`src/rtl/wb_write_port.sv`:
```
// rtl/wb_write_port.sv - writeback-side driver of the register file write port
//
// Merges in-order MEM/WB pipeline results with mult/div results buffered in a
// small circular FIFO. The pipeline always has priority. The selected write is
// registered and exported both to the register file and as a forwarding source.
//
// Optional feature macro: WB_BYPASS_EN. When defined, an md result offered while
// the pipeline slot is idle and the FIFO is empty is written directly with
// 1-cycle latency instead of being buffered.
//
// Ports:
//   clk, reset                 clock, synchronous active-high reset
//   mem_valid, mem_reg_write   retiring pipeline slot / writes a GPR
//   mem_mem_to_reg             select load data (1) or ALU result (0)
//   mem_dest, mem_alu_result, mem_load_data  pipeline write address and data
//   md_valid, md_dest, md_data mult/div result offer
//   md_ready                   FIFO can accept (transfer = md_valid && md_ready)
//   reg_write_en, read_dest, write_data   register file write port
//   fwd_valid, fwd_dest, fwd_data         forwarding copy of the write port

module wb_write_port #(
  parameter int DEPTH = 2,
  parameter int DW    = 32
) (
  input  logic          clk,
  input  logic          reset,
  input  logic          mem_valid,
  input  logic          mem_reg_write,
  input  logic          mem_mem_to_reg,
  input  logic [4:0]    mem_dest,
  input  logic [DW-1:0] mem_alu_result,
  input  logic [DW-1:0] mem_load_data,
  input  logic          md_valid,
  input  logic [4:0]    md_dest,
  input  logic [DW-1:0] md_data,
  output logic          md_ready,
  output logic          reg_write_en,
  output logic [4:0]    read_dest,
  output logic [DW-1:0] write_data,
  output logic          fwd_valid,
  output logic [4:0]    fwd_dest,
  output logic [DW-1:0] fwd_data
);

  localparam int AW = (DEPTH > 1) ? $clog2(DEPTH) : 1;
  localparam int CW = $clog2(DEPTH + 1);

  logic [4:0]       fifo_dest [DEPTH];
  logic [DW-1:0]    fifo_data [DEPTH];
  logic [DEPTH-1:0] fifo_vld;
  logic [AW-1:0]    wr_ptr;
  logic [AW-1:0]    rd_ptr;
  logic [CW-1:0]    count;

  logic             pw;
  logic [DW-1:0]    pipe_data;
  logic             md_fire;
  logic             head_valid;
  logic             bypass;
  logic             push;
  logic             pop;
  logic [DEPTH-1:0] kill_mask;

  logic             en_nxt;
  logic [4:0]       dest_nxt;
  logic [DW-1:0]    data_nxt;

  assign pw        = mem_valid && mem_reg_write && (mem_dest != 5'd0);
  assign pipe_data = mem_mem_to_reg ? mem_load_data : mem_alu_result;

  // Ready comes from the registered count only; a pop this cycle does not
  // open a slot until the next cycle.
  assign md_ready   = !reset && (count < CW'(DEPTH));
  assign md_fire    = md_valid && md_ready;
  assign head_valid = (count != '0) && fifo_vld[rd_ptr];

`ifdef WB_BYPASS_EN
  assign bypass = !pw && (count == '0) && md_fire && (md_dest != 5'd0);
`else
  assign bypass = 1'b0;
`endif

  // Results to $0, results overtaken by a same-cycle pipeline write to the
  // same register, and bypassed results are accepted but never stored.
  assign push = md_fire && (md_dest != 5'd0) && !(pw && (md_dest == mem_dest)) && !bypass;

  // Any idle slot drains the head, including heads whose entry was killed.
  assign pop = !pw && (count != '0);

  // A pipeline write is younger than everything buffered, so buffered results
  // to the same register become stale and must never reach the register file.
  always_comb begin
    kill_mask = '0;
    for (int i = 0; i < DEPTH; i++) begin
      kill_mask[i] = pw && (fifo_dest[i] == mem_dest);
    end
  end

  always_comb begin
    en_nxt   = 1'b0;
    dest_nxt = read_dest;
    data_nxt = write_data;
    if (pw) begin
      en_nxt   = 1'b1;
      dest_nxt = mem_dest;
      data_nxt = pipe_data;
    end else if (bypass) begin
      en_nxt   = 1'b1;
      dest_nxt = md_dest;
      data_nxt = md_data;
    end else if (head_valid) begin
      en_nxt   = 1'b1;
      dest_nxt = fifo_dest[rd_ptr];
      data_nxt = fifo_data[rd_ptr];
    end
  end

  always_ff @(posedge clk) begin
    if (reset) begin
      reg_write_en <= 1'b0;
      read_dest    <= 5'd0;
      write_data   <= '0;
      fifo_vld     <= '0;
      wr_ptr       <= '0;
      rd_ptr       <= '0;
      count        <= '0;
    end else begin
      reg_write_en <= en_nxt;
      read_dest    <= dest_nxt;
      write_data   <= data_nxt;
      if (pop) begin
        rd_ptr <= rd_ptr + AW'(1);
      end
      if (push) begin
        wr_ptr <= wr_ptr + AW'(1);
      end
      case ({push, pop})
        2'b10:   count <= count + CW'(1);
        2'b01:   count <= count - CW'(1);
        default: count <= count;
      endcase
      for (int i = 0; i < DEPTH; i++) begin
        if (push && (wr_ptr == AW'(i))) begin
          fifo_vld[i] <= 1'b1;
        end else if (kill_mask[i] || (pop && (rd_ptr == AW'(i)))) begin
          fifo_vld[i] <= 1'b0;
        end
      end
    end
  end

  // Payload storage needs no reset; entries are qualified by fifo_vld/count.
  always_ff @(posedge clk) begin
    if (push) begin
      fifo_dest[wr_ptr] <= md_dest;
      fifo_data[wr_ptr] <= md_data;
    end
  end

  assign fwd_valid = reg_write_en;
  assign fwd_dest  = read_dest;
  assign fwd_data  = write_data;

endmodule

```
`config.mk`:
```
export PLATFORM = sky130hd
export DESIGN_NAME = wb_write_port
export DESIGN_NICKNAME = d
export VERILOG_FILES = /design/src/rtl/wb_write_port.sv
export SDC_FILE = /design/constraint.sdc
export NUM_CORES = 1
export LEC_CHECK = 0
export BUFFER_PORTS_ARGS = -buffer_cell sky130_fd_sc_hd__buf_2
export CELL_PAD_IN_SITES_DETAIL_PLACEMENT = 0
export CELL_PAD_IN_SITES_GLOBAL_PLACEMENT = 1
export CORE_MARGIN = 1
export CORE_UTILIZATION = 42
export CTS_CLUSTER_SIZE = 8
export DETAILED_ROUTE_END_ITERATION = 6
export PLACE_DENSITY_LB_ADDON = 0.1
export SETUP_SLACK_MARGIN = 0.4
export SYNTH_ARGS = -nofsm -noshare
export SYNTH_HDL_FRONTEND = slang
export SYNTH_SLANG_ARGS = --single-unit
export TNS_END_PERCENT = 5
```
`constraint.sdc`:
```
create_clock -name clk -period 5.7 [get_ports clk]
set_input_delay 0.57 -clock clk [delete_from_list [all_inputs] [get_ports clk]]
set_output_delay 0.57 -clock clk [all_outputs]
set_load 0.02 [all_outputs]
```
Word level (Yosys, flattened, before mapping)

Memory sizes are Yosys's and may differ from the RTL's. A register that Yosys moved wholly into a read port is not among the register bits.
Index checks and enable logic that the tools add are counted.

Register bits: 44
RAM bits: 74
Memories: 2
Output and inout bits: 77
Logic and storage cells: 70

Memories:

| memory    | depth | bits a word | read ports | clocked after memory_dff | write ports | RTL line | RTL |
|---|---|---|---|---|---|---|---|
| fifo_data | 2     | 32          | 1          | 1                        | 1           | 49       | `logic [DW-1:0] fifo_data [DEPTH];` |
| fifo_dest | 2     | 5           | 3          | 1                        | 1           | 48       | `logic [4:0] fifo_dest [DEPTH];` |

Add/subtract/negate cells: 4
Equal/unequal tests: 5
Reductions and logical operators: 27
Bitwise logic cells: 2
$lt $le $gt $ge: 2
Muxes and demuxes: 20

Operators by type and width:

| operator                                                               | count |
|---|---|
| 32-bit 2-to-1 mux                                                      | 3 |
| 5-bit equality test                                                    | 3 |
| 1-bit logical AND                                                      | 15 |
| 1-bit 2-to-1 mux                                                       | 14 |
| 5-bit 2-to-1 mux                                                       | 2 |
| 2-bit nonzero test                                                     | 5 |
| 5-bit nonzero test                                                     | 2 |
| 2-bit one-hot mux with 2 select lines                                  | 1 |
| 1-bit logical NOT                                                      | 3 |
| 1-bit adder (second input constant)                                    | 2 |
| 2-bit by 1-bit adder with 2-bit output (second input constant)         | 1 |
| 2-bit by 1-bit equality test with 1-bit output (second input constant) | 1 |
| 2-bit equality test (second input constant)                            | 1 |
| 1-bit logical OR                                                       | 2 |
| 1-bit by 2-bit < comparator with 1-bit output (second input constant)  | 1 |
| 2-bit < comparator (second input constant)                             | 1 |
| 1-bit NOT                                                              | 2 |
| 2-bit by 1-bit subtractor with 2-bit output (second input constant)    | 1 |

Depth between registers and ports, before layout

Gate-level depths: netlist of run 1.

Depth after elaboration: 8
Gate-level depth with buffers: 9
Gate-level depth less buffers: 7

Worst setup path before layout of run 1

No wires, ideal clock.

Path type: input port to flip-flop
From: input mem_dest[3]
To: memory fifo_data[0][0], enable pin
Buffers on the path: 1
Path slack: 2011 ps
Data arrival time: 3258 ps
Stages: 5
Required time: 5269 ps
Cells stage by stage: or4_4 > o211a_1 > buf_6 > a31o_2 > nor2_1

Longest elaborated chain between the ends: 7
Elaborated cells on any way between the ends: 8
Those cells by class: eq/ne (1); mux (2); reduce/logical (5)

RTL lines:

| what                                       | RTL line | RTL |
|---|---|---|
| start: declaration                         | 30       | `input logic [4:0] mem_dest,` |
| 5-bit nonzero test                         | 68       | `assign pw = mem_valid && mem_reg_write && (mem_dest != 5'd0);` |
| 1-bit logical AND                          | 68       |  |
| 1-bit logical AND (*)                      | 85       | `assign push = md_fire && (md_dest != 5'd0) && !(pw && (md_dest == mem_dest)) && !bypass;` |
| 1-bit logical NOT (*)                      | 85       |  |
| 1-bit logical AND (*)                      | 85       |  |
| 1-bit 2-to-1 mux (*)                       | 154      | `if (push) begin` |
| 1-bit 2-to-1 mux (not written as such) (*) | 156      | `fifo_data[wr_ptr] <= md_data;` |
| end: declaration                           | 49       |  |

Mark *: on every way between the ends. The rest lies on a longest branch, timed or not.

Worst setup path in the final report of run 1

From: input mem_dest[3]
To: register write_data[3], in the netlist fwd_data[3]

Longest elaborated chain between the ends: 3
Elaborated cells on any way between the ends: 4
Those cells by class: mux (1); reduce/logical (3)

RTL lines:

| what                                                           | RTL line | RTL |
|---|---|---|
| 5-bit nonzero test (*)                                         | 68       |  |
| 1-bit logical AND (*)                                          | 68       |  |
| 32-bit 2-to-1 mux / 2-bit nonzero test (equally long branches) | -        |  |
| end signal: assignment                                         | 130      | `write_data <= data_nxt;` |
| end: declaration                                               | 39       | `output logic [DW-1:0] write_data,` |

Marked as above.
A chain may end at the register's enable or synchronous reset.

==> summary.txt, run 1 <==
Stage delay of the slowest cell on the critical path: 0.88 ns
Area of the mapped netlist: 5350 µm²
CTS H-tree depth: 4
Static Leakage: 0.00302 µW
Count of hold-fix buffers inserted at cts: 0
CTS tree: yes
Number of cells in the design after placement: 719
Arrival time reported for the critical path endpoint: 3.07 ns
Via count of the first global-routing pass: 3472
Width of the die: 115 µm
Total length of routed wires: 11600 µm
Final TNS setup: 0 ns
Clk root buf: clkbuf_16
Count of final setup violators: 0
Worst Setup Start Kind: primary input
Area of the multi-input gates: 1830 µm²
Commonest cells after routing, fill and taps aside: buf_2, edfxtp_1, nand2_1, mux2i_1, dfxtp_1
Number of slew-limit violations in the final report: 0
Fraction of the yosys area taken by sequential cells: 58.4%
HPWL after detailed placement: 7790 µm
Signed area change from the synthesized netlist to the final layout: 26.3%
Setup Crit Path Kind: primary input to flop
Core Area: 12200 µm²
Total number of placement rows: 40
Flops & latches, synth: 119
Outcome: finished clean
Critical-path cell with the highest stage delay: o211ai_4
I/O pin total: 189
Insertion delay of the later-clocked pin in the worst-skew pair: 0.41 ns
Number of distinct library cell variants in the gate-level netlist after synthesis: 37
Actual transition at the worst max-transition pin: 1.19 ns
Total power density per cell area: 439 nW/µm²
Top cell type's share of synthesized area: 41.5%
Clock sinks: 119
Mean instance size in the synthesized netlist: 12.6 µm²
Number of DRC markers in iteration 0: 112
Final worst path period need: 2.78 ns
Required time at the endpoint of the critical path: 5.99 ns
Area enclosed by the die boundary: 13200 µm²
Max FO, Critical Path: 39
Clock-pin slew reported for the worst setup and hold paths after clock tree synthesis: 0.06 ns
Leftover overflow at the end of global routing: 0
DIE HEIGHT: 115 µm
Number of antenna violations at the first check in global routing: 1
Worst Skew: 0.00943 ns
Post-CTS setup buffer count: 0
Filler Cells Inserted: 1051
Buf/Inv on CP: 1
Share of the core filled with cells in the final layout: 55.3%
Final routed wire length divided by cell count: 15.5 µm
Worst max-slew margin expressed relative to the limit: 20.4%
Number of inserted diodes: 0
Critical path startpoint: mem_dest[3]
Cells along the critical path: buf_2, or4_4, o211ai_4, a21oi_4, a32o_2
Per-cell via count in the routed design: 4.93
Overall global routing resource usage: 18.0%
Number of buffers inserted by port buffering: 188
Layout Cells excl Fill: 751
Total count of hold-check failures in the final report: 0
Reported max-cap violation count: 0
Count of nets left with antenna violations after detail routing: 0
Initial standard-cell utilization of the core: 43.8%
Worst-case vdd ir drop: 0.183 mV
Fraction of final layout cells sized beyond drive strength 1: 44.3%
Placed Instance Area: 6130 µm²
Gate count after technology mapping: 425
Cell type group with the largest total delay on the critical path: compound AO/OA/AOI/OAI gates
Final instance area: 6760 µm²
Most frequent standard cell in the layout excluding fill and tap cells: buf_2
Num CTS Buffers: 17
RSZ-0062 raised after global routing: false
RR Startpoint: count[1]
Nets in the synthesized netlist: 538
Fmax: 360 MHz
Storage cell area: 3120 µm²
Post-layout net count: 683
Cells resized by post-CTS repair: 0
Start point of the worst hold path: md_data[27]
Final weighted congestion in routability-driven placement: 0.800
Type of the most critical hold path: primary input to flop
Syn. warnings: 0
Pin count of the biggest net entering global routing: 43
CP endpoint kind: flop
Number of buffers on the longest clock path: 2
First-pass GRT wire length: 17800 µm
Most area-hungry cell type in the Yosys netlist: edfxtp_1
Period utilisation layout: 48.7%
Synth area leaders: edfxtp_1, dfxtp_1, mux2i_1
Detailed-routing iteration count for the pre-antenna-repair pass: 6
DRC violation count after routing: 0
Count of vias placed by the detailed router: 3705
Tot Pwr: 2970 µW
-- layer usage --
| layer | vias up | global-route usage, % | share of wire [%] |
|---|---|---|---|
| met5 | - | 0 | 0.086 |
| met4 | 2 | 6.58 | 1.1 |
| met3 | 12 | 4.38 | 5.7 |
| met2 | 138 | 30.1 | 49 |
| met1 | 1726 | 22.6 | 44 |
| li1 | 1827 | - | - |
-- through the flow --
step | worst slack, ns | hold WS, ns
3_3_place_gp | 2.47 | 0.475
3_5_place_dp | 2.47 | 0.478
4_1_cts | 2.91 | 0.337
6_report | 2.92 | 0.352
2_1_floorplan | 2.01 | 0.461
5_1_grt | 2.73 | 0.339
-- power breakdown --
part	internal, µW	leakage, µW	switching, µW
registers	1050	0.00105	127
logic	297	0.00168	385
clock network	720	0.000297	386
-- final cells by class --
cell class / count / area share (%)
sequential: 119 / 46.2
clock buffer: 20 / 6.78
multi-input combinational: 240 / 27.1
inverter: 2 / 0.111
tap: 168 / 3.11
timing repair buffer: 190 / 14.2
clock inverter: 12 / 2.46
-- flip-flops by register name, summed over array words and instances, names as in the netlist, named ones only --
signal	count
wr_ptr	1
fifo_data	64
rd_ptr	1
fwd_data	32
count	2
fwd_dest	5
fifo_vld	2
fwd_valid	1
fifo_dest	10
-- worst reg2reg max path, stage by stage (launching register included) --
cell and delay, ns:
dfxtp_1 0.34, nor2_1 0.22, o211ai_1 0.13, a31o_2 0.31, nor2_4 0.83
-- Yosys cell counts --
cell / instances
ha_1: 1
mux2_2: 2
o211ai_2: 1
o21ai_1: 2
inv_1: 2
o211ai_1: 5
or2_2: 1
a22o_1: 1
buf_1: 2
or4_1: 1
a32o_2: 27
o21ai_0: 2
o311ai_1: 1
and2_1: 1
dfxtp_1: 45
nor3_4: 1
o211a_1: 1
nor4_1: 2
o22ai_1: 2
buf_6: 4
or4_4: 1
nand2_1: 69
a21oi_1: 8
nor2_1: 7
or3_1: 2
a31o_2: 1
buf_2: 6
clkbuf_1: 14
o31ai_1: 1
nor3_1: 1
xnor2_1: 7
xor2_1: 10
edfxtp_1: 74
a32o_1: 5
nand3_1: 8
mux2i_1: 69
buf_4: 38
-- worst paths after layout --
| check | slack (ns) | cells after the start | to |
|---|---|---|---|
| max reg2reg | 3.45 | 4 | fifo_dest[1][2] |
| max | 2.92 | 5 | fwd_data[3] |
| min | 0.35 | 1 | fifo_data[1][27] |
| min reg2reg | 0.49 | 1 | fwd_data[21] |
-- logic make-up after synthesis --
family / synth area share [%]
AOI/OAI and AO/OA: 9.73
xor gates and xnor gates: 2.78
adders and majority gates: 0.234
buffers and inverters: 8.00
DFF: 58.4
muxes: 13.3
and+or+nand+nor: 7.53
Note: power is estimated with default switching activity, not from simulation.
==> run 2, diff against run 1 <==
--- a/config.mk
+++ b/config.mk
@@ -5,11 +5,12 @@
 export SDC_FILE = /design/constraint.sdc
 export NUM_CORES = 1
 export LEC_CHECK = 0
+export ABC_AREA = 1
 export BUFFER_PORTS_ARGS = -buffer_cell sky130_fd_sc_hd__buf_2
 export CELL_PAD_IN_SITES_DETAIL_PLACEMENT = 0
 export CELL_PAD_IN_SITES_GLOBAL_PLACEMENT = 1
 export CORE_MARGIN = 1
-export CORE_UTILIZATION = 42
+export CORE_UTILIZATION = 37
 export CTS_CLUSTER_SIZE = 8
 export DETAILED_ROUTE_END_ITERATION = 6
 export PLACE_DENSITY_LB_ADDON = 0.1
==> constraint.sdc (replaced) <==
create_clock -name clk -period 2.9 [get_ports clk]
set_input_delay 0.29 -clock clk [delete_from_list [all_inputs] [get_ports clk]]
set_output_delay 0.29 -clock clk [all_outputs]
set_load 0.02 [all_outputs]
==> run 2 against run 1 <==
  * Clock skew fell by 0.0042 ns
  * Clock power rose by 86%
  * Synthesized cell count rose by 45%
==> summary.txt, run 2 <==
Outcome: finished clean
Num CTS Buffers: 17 (unchanged)
Power Internal: 3910 µW (+89%)
Max FO, Critical Path: 21 (-46%)
Via count of the first global-routing pass: 4213 (+21%)
Most numerous cell in the Yosys netlist: nand2_1
Clk root buf: clkbuf_16
Actual transition at the worst max-transition pin: 0.762 ns (-0.432 ns)
Fmax: 577 MHz
Count of hold-fix buffers inserted at cts: 0 (unchanged)
Per-cell via count in the routed design: 4.62 (-6.4%)
Number of distinct library cell variants in the gate-level netlist after synthesis: 30 (-19%)
Insertion delay of the later-clocked pin in the worst-skew pair: 0.41 ns (about the same)
Signed area change from the synthesized netlist to the final layout: 23.3%
Final worst path period need: 1.73 ns
First-pass GRT wire length: 21700 µm (+21%)
Reg2Reg Setup Slack: 1.17 ns (-2.28 ns)
Width of the die: 126 µm (+9.7%)
Reg2Reg Capture Point: fifo_data[0][4]
Commonest cells after routing, fill and taps aside: buf_2, nand2_1, nor2_1
Type of the most critical hold path: primary input to flop
Area of the mapped netlist: 5690 µm² (+6.4%)
Mean instance size in the synthesized netlist: 9.25 µm² (-26%)
RSZ-0062 raised after global routing: false
Most frequent standard cell in the layout excluding fill and tap cells: buf_2
Setup Crit Path Kind: flop to flop
Most used flip-flop cell after synthesis: edfxtp_1
Gate count after technology mapping: 615 (+45%)
Placed Instance Area: 6420 µm² (+4.8%)
Hold-critical path endpoint: fifo_data[0][3]
Nets in the synthesized netlist: 728 (+35%)
Count of nets left with antenna violations after detail routing: 0 (unchanged)
Tot Pwr: 5790 µW (+95%)
Clock sinks: 119 (unchanged)
Final routed wire length divided by cell count: 14.3 µm (-7.8%)
Number of DRC markers in iteration 0: 195 (+74%)
Fraction of synthesis flops using an asynchronous set or reset pin: 0% (unchanged)
Pin count of the biggest net entering global routing: 74 (+72%)
CP endpoint kind: flop
Number of buffers on the longest clock path: 2 (unchanged)
Switching power summed over all nets: 1880 µW (+110%)
Final TNS setup: 0 ns (unchanged)
Syn. warnings: 0 (unchanged)
RR Startpoint: count[1]
Arrival time reported for the critical path endpoint: 1.84 ns (-1.23 ns)
Top cell type's share of synthesized area: 39.1% (-2.5 points)
Number of buffers inserted by port buffering: 188 (unchanged)
Filler Cells Inserted: 1450 (+38%)
Worst Skew: 0.00521 ns (-0.00422 ns)
Worst-case reg-to-reg path depth: 6 (+2)
Worst Setup Start Kind: flop
Area of the multi-input gates: 1940 µm² (+5.6%)
DRC violation count after routing: 0 (unchanged)
Reported max-cap violation count: 0 (unchanged)
Total count of hold-check failures in the final report: 0 (unchanged)
Initial standard-cell utilization of the core: 38.6% (-5.2 points)
Total length of routed wires: 13600 µm (+17%)
Core Area: 14800 µm² (+21%)
Total power density per cell area: 825 nW/µm² (+88%)
Worst-case vdd ir drop: 0.455 mV (+150%)
Leading cell types by count after synthesis: nand2_1, nor2_1, edfxtp_1, o21ai_0, nand3_1
Most area-hungry cell type in the Yosys netlist: edfxtp_1
Count of final setup violators: 0 (unchanged)
Cells resized by post-CTS repair: 0 (unchanged)
Fraction of the yosys area taken by sequential cells: 54.9% (-3.5 points)
Share of the core filled with cells in the final layout: 47.5% (-7.8 points)
Area enclosed by the die boundary: 15900 µm² (+20%)
Number of antenna violations at the first check in global routing: 1 (unchanged)
Synth area leaders: edfxtp_1, dfxtp_1, nand2_1
Hold path cells: 1 (unchanged)
Post-synth EDFFs: 74 (unchanged)
Detailed-routing iteration count for the pre-antenna-repair pass: 4 (-2)
Count of vias placed by the detailed router: 4405 (+19%)
Total number of placement rows: 44 (+10%)
Clock-pin slew reported for the worst setup and hold paths after clock tree synthesis: 0.05 ns (about the same)
Proportion of power drawn by the clock network: 35.8% (-1.5 points)
Post-layout net count: 870 (+27%)
Final weighted congestion in routability-driven placement: 0.823 (+2.9%)
CTS tree: yes
Start point of the worst hold path: md_data[3]
Leftover overflow at the end of global routing: 0 (unchanged)
Static Leakage: 0.00325 µW (+7.5%)
I/O pin total: 189 (unchanged)
DIE HEIGHT: 126 µm (+9.7%)
Final instance area: 7010 µm² (+3.8%)
CTS H-tree depth: 4 (unchanged)
Period utilisation layout: 59.7%
Number of slew-limit violations in the final report: 0 (unchanged)
Fraction of final layout cells sized beyond drive strength 1: 35.1% (-9.1 points)
Post-CTS setup buffer count: 0 (unchanged)
Required time at the endpoint of the critical path: 3.01 ns (-2.98 ns)
Storage cell area: 3120 µm² (unchanged)
Sw Share: 32.5% (+2.2 points)
Largest register by flop count: fifo_data
Hold slack: 0.0674 ns (-0.285 ns)
Overall global routing resource usage: 18.0% (+0.022 points)
Flip-flop count of the largest register, all copies and words added: 64 (unchanged)
Seq pwr share: 37.6% (-2.1 points)
HPWL after detailed placement: 9420 µm (+21%)
Worst max-slew margin expressed relative to the limit: 49.1% (+29 points)
Combinational share of power: 26.6% (+3.6 points)
Flops & latches, synth: 119 (unchanged)
-- run 2: changes by cell type after synthesis, moves of 3 or more --
cell,before,now
o21ai_2,0,30
nor2_1,7,78
a32o_2,27,0
xnor2_1,7,1
mux2i_1,69,0
nand2_1,69,140
inv_2,0,5
buf_12,0,3
a32o_1,5,0
buf_4,38,44
nand3_1,8,47
inv_1,2,20
o21ai_0,2,68
-- run 2: layout make-up --
cell class,instances,share of cell area (%)
Tap cell,184,3.28
Clock buffer,20,6.51
Multi-Input combinational cell,397,27.6
Inverter,27,1.66
Clock inverter,11,1.86
Sequential cell,119,44.5
Timing Repair Buffer,195,14.5
Antenna cell,1,0.0357
-- run 2: cells by family (layout without fill, tap and decap cells) --
family / after synthesis / in the layout / share of synthesized area, %
DFF: 119 / 119 / 54.9
xor gates and xnor gates: 11 / 11 / 1.69
and+or+nand+nor: 273 / 273 / 20.0
buffers and inverters: 99 / 253 / 11.1
adders and majority gates: 1 / 1 / 0.220
other: 0 / 1 / 0
AOI/OAI and AO/OA: 112 / 112 / 12.1
-- run 2: per-layer routing --
metal | wire length, µm | GRT usage [%] | share of wire, %
met1 | 6200 | 22.3 | 45
met5 | 0 | 0 | 0
met4 | 153 | 5.74 | 1.1
met3 | 759 | 4.67 | 5.6
met2 | 6510 | 30.5 | 48
-- run 2: power groups by stage --
stage               clock network [µW]  logic, µW  registers (µW)
floorplan                            0       1120            2310
global placement                     0       1550            2200
detailed placement                   0       1560            2210
CTS                               2110       1570            2180
global route                      2180       1730            2200
finish                            2070       1540            2170
-- run 2: worst max-delay path by stage --
stage                startpoint  slack [ns]              end
floorplan           mem_dest[2]        0.72  fifo_data[1][0]
global placement    mem_dest[2]        0.74     fwd_data[11]
detailed placement  mem_dest[2]        0.70     fwd_data[11]
CTS                    count[1]        1.13  fifo_data[0][4]
global route        mem_dest[2]         1.0     fwd_data[11]
finish                 count[1]        1.17  fifo_data[0][4]
-- run 2: stage by stage --
stage / cells / setup WS, ns
2_1_floorplan: 615 / 0.719
3_3_place_gp: 922 / 0.736
3_5_place_dp: 922 / 0.698
4_1_cts: 953 / 1.13
5_1_grt: 953 / 0.999
6_report: 954 / 1.17
-- run 2: critical path, stage by stage, from the launching register on --
cell and delay [ns]:
dfxtp_1 0.35, nor2_1 0.14, nand3_1 0.10, inv_1 0.11, nand3_1 0.13, inv_2 0.34
buf_12 0.25
==> run 3, diff against run 2 <==
==> constraint.sdc (replaced) <==
create_clock -name clk -period 1.7 [get_ports clk]
set_input_delay 0.17 -clock clk [delete_from_list [all_inputs] [get_ports clk]]
set_output_delay 0.17 -clock clk [all_outputs]
set_load 0.02 [all_outputs]
==> run 3 against run 2 <==
  * Cell area up 11%
  * Sequential share of layout area is 4.3 points lower
  * Clock power grew 73%
  * Highest routed layer unchanged
  * Core utilization increased by 5.1 points
  * Register-to-register slack worse by 0.96 ns
  * First-iteration DRC count is 16% lower
==> summary.txt, run 3 (same netlist as run 2, synthesis figures left out) <==
Outcome: finished clean
Area enclosed by the die boundary: 15900 µm² (unchanged)
Insertion delay of the later-clocked pin in the worst-skew pair: 0.42 ns (about the same)
Buf/Inv on CP: 4 (+1)
Final worst path period need: 1.49 ns (-0.242 ns)
Via count of the first global-routing pass: 4375 (+3.8%)
Num CTS Buffers: 17 (unchanged)
Max FO, Critical Path: 8 (-62%)
Tot Pwr: 10500 µW (+81%)
Actual transition at the worst max-transition pin: 0.345 ns (-0.416 ns)
Count of vias placed by the detailed router: 4773 (+8.4%)
Worst Setup Start Kind: flop
Arrival time reported for the critical path endpoint: 1.62 ns (-0.22 ns)
Stage delay of the slowest cell on the critical path: 0.36 ns (about the same)
Overall global routing resource usage: 18.8% (+0.75 points)
Core Area: 14800 µm² (unchanged)
HPWL after detailed placement: 9930 µm (+5.5%)
Final routed wire length divided by cell count: 15.2 µm (+6.4%)
Worst Skew: 0.00544 ns (+0.000235 ns)
Total length of routed wires: 15300 µm (+13%)
Period utilisation layout: 87.7% (+28 points)
Setup Crit Path Kind: flop to flop
Largest register by flop count: fifo_data
Commonest cells after routing, fill and taps aside: buf_2, nand2_1, nor2_1
Fmax: 671 MHz (+16%)
Type of the most critical hold path: primary input to flop
Leftover overflow at the end of global routing: 0 (unchanged)
Required time at the endpoint of the critical path: 1.83 ns (-1.18 ns)
Amount of wire on met3 after detailed routing: 686 µm (-9.6%)
Width of the die: 126 µm (unchanged)
Count of nets left with antenna violations after detail routing: 0 (unchanged)
Count of final setup violators: 0 (unchanged)
Static Leakage: 0.00354 µW (+8.8%)
Worst max-slew margin expressed relative to the limit: 77.0% (+28 points)
DRC violation count after routing: 0 (unchanged)
Max layer used: met4
Crit path setup slack, layout: 0.209 ns (-0.958 ns)
Clock-pin slew reported for the worst setup and hold paths after clock tree synthesis: 0.05 ns (about the same)
Critical-path cell with the highest stage delay: dfxtp_4
Reported max-cap violation count: 0 (unchanged)
Number of antenna violations at the first check in global routing: 0 (-1)
DIE HEIGHT: 126 µm (unchanged)
Total number of placement rows: 44 (unchanged)
Cells along the critical path: nor2_4, nand3_2, inv_2, buf_6, nand3_4, clkinvlp_4, clkbuf_16
Cell type group with the largest total delay on the critical path: buffers and inverters
First-pass GRT wire length: 22600 µm (+4.4%)
RSZ-0062 raised after global routing: true
Number of buffers on the longest clock path: 2 (unchanged)
Pin count of the biggest net entering global routing: 74 (unchanged)
Clock sinks: 119 (unchanged)
Per-cell via count in the routed design: 4.73 (+2.3%)
Post-place setup slack: 0.00184 ns (-0.696 ns)
Fraction of final layout cells sized beyond drive strength 1: 37.2% (+2.1 points)
Number of DRC markers in iteration 0: 164 (-16%)
Clk root buf: clkbuf_16
CP endpoint kind: flop
Flip-flop count of the largest register, all copies and words added: 64 (unchanged)
Number of slew-limit violations in the final report: 0 (unchanged)
Total power density per cell area: 1350 nW/µm² (+63%)
Detailed-routing iteration count for the pre-antenna-repair pass: 4 (unchanged)
Final weighted congestion in routability-driven placement: 0.790 (-4.0%)
CTS tree: yes
Met1 routed wirelength after detailed routing: 6870 µm (+11%)
Total count of hold-check failures in the final report: 0 (unchanged)
I/O pin total: 189 (unchanged)
Post-layout net count: 927 (+6.6%)
Signed area change from the synthesized netlist to the final layout: 36.5%
Number of buffers inserted by port buffering: 188 (unchanged)
CTS H-tree depth: 4 (unchanged)
Most frequent standard cell in the layout excluding fill and tap cells: buf_2
Number of inserted diodes: 0 (-1)
Met2 routed wirelength: 7640 µm (+17%)
Worst-case vdd ir drop: 0.823 mV (+81%)
Initial standard-cell utilization of the core: 38.6% (unchanged)
run 3: cell type report:
class / count / area (µm²)
inverters: 27 / 136
flip-flops and latches: 119 / 3130
fillers: 1406 / 6980
repair inverters: 2 / 17.5
multi-input cells: 397 / 2030
clock inverters: 11 / 131
well taps: 184 / 230
repair buffers: 250 / 1640
clock buffers: 20 / 457
run 3: per-stage QoR:
step                      cells  setup TNS, ns  area, µm²  hold slack, ns  util [%]
after global routing       1010              0       7770         0.00878      52.7
after global placement      936              0       6640           0.358      45.0
after detailed placement    936              0       6640           0.362      45.0
final                      1010              0       7770          0.0108      52.7
after CTS                  1003              0       7590         0.00235      51.5
after floorplan             615         -0.630       5760           0.239         -
run 3: what timing repair did:
action                     in CTS  in global routing
cloned                          0                  6
setup buffers                   0                  1
setup endpoints to repair     113                113
hold endpoints to repair       72                  0
hold buffers                   36                  0
pin swaps                       1                  7
resized for setup               4                 17
run 3: path summary, 6_finish.rpt:
check,startpoint,endpoint,slack [ns],cells past startpoint
setup / recovery,count[1],fifo_data[0][11],0.21,7
setup reg to reg,count[1],fifo_data[0][11],0.21,7
hold / removal,md_dest[2],fifo_dest[0][2],0.01,1
hold reg to reg,fifo_vld[1],fifo_vld[1],0.50,2
run 3: worst reg2reg max path, delay by kind of cell, from the launching register on:
kind	cells	cell delay, ns
DFF	1	0.36
and+or+nand+nor	3	0.25
buffers and inverters	4	0.59
run 3: power by group:
part | leakage [µW] | total, µW | internal [µW] | switching (µW)
registers | 0.00105 | 3730 | 3470 | 258
logic | 0.00219 | 3160 | 1180 | 1970
clock network | 0.000293 | 3580 | 2350 | 1240
run 3: routing by layer:
layer / vias to the layer above / global-route usage (%)
li1: 2423 / -
met1: 2191 / 23.2
met2: 145 / 32.0
met3: 14 / 4.76
met4: 0 / 5.95
met5: - / 0
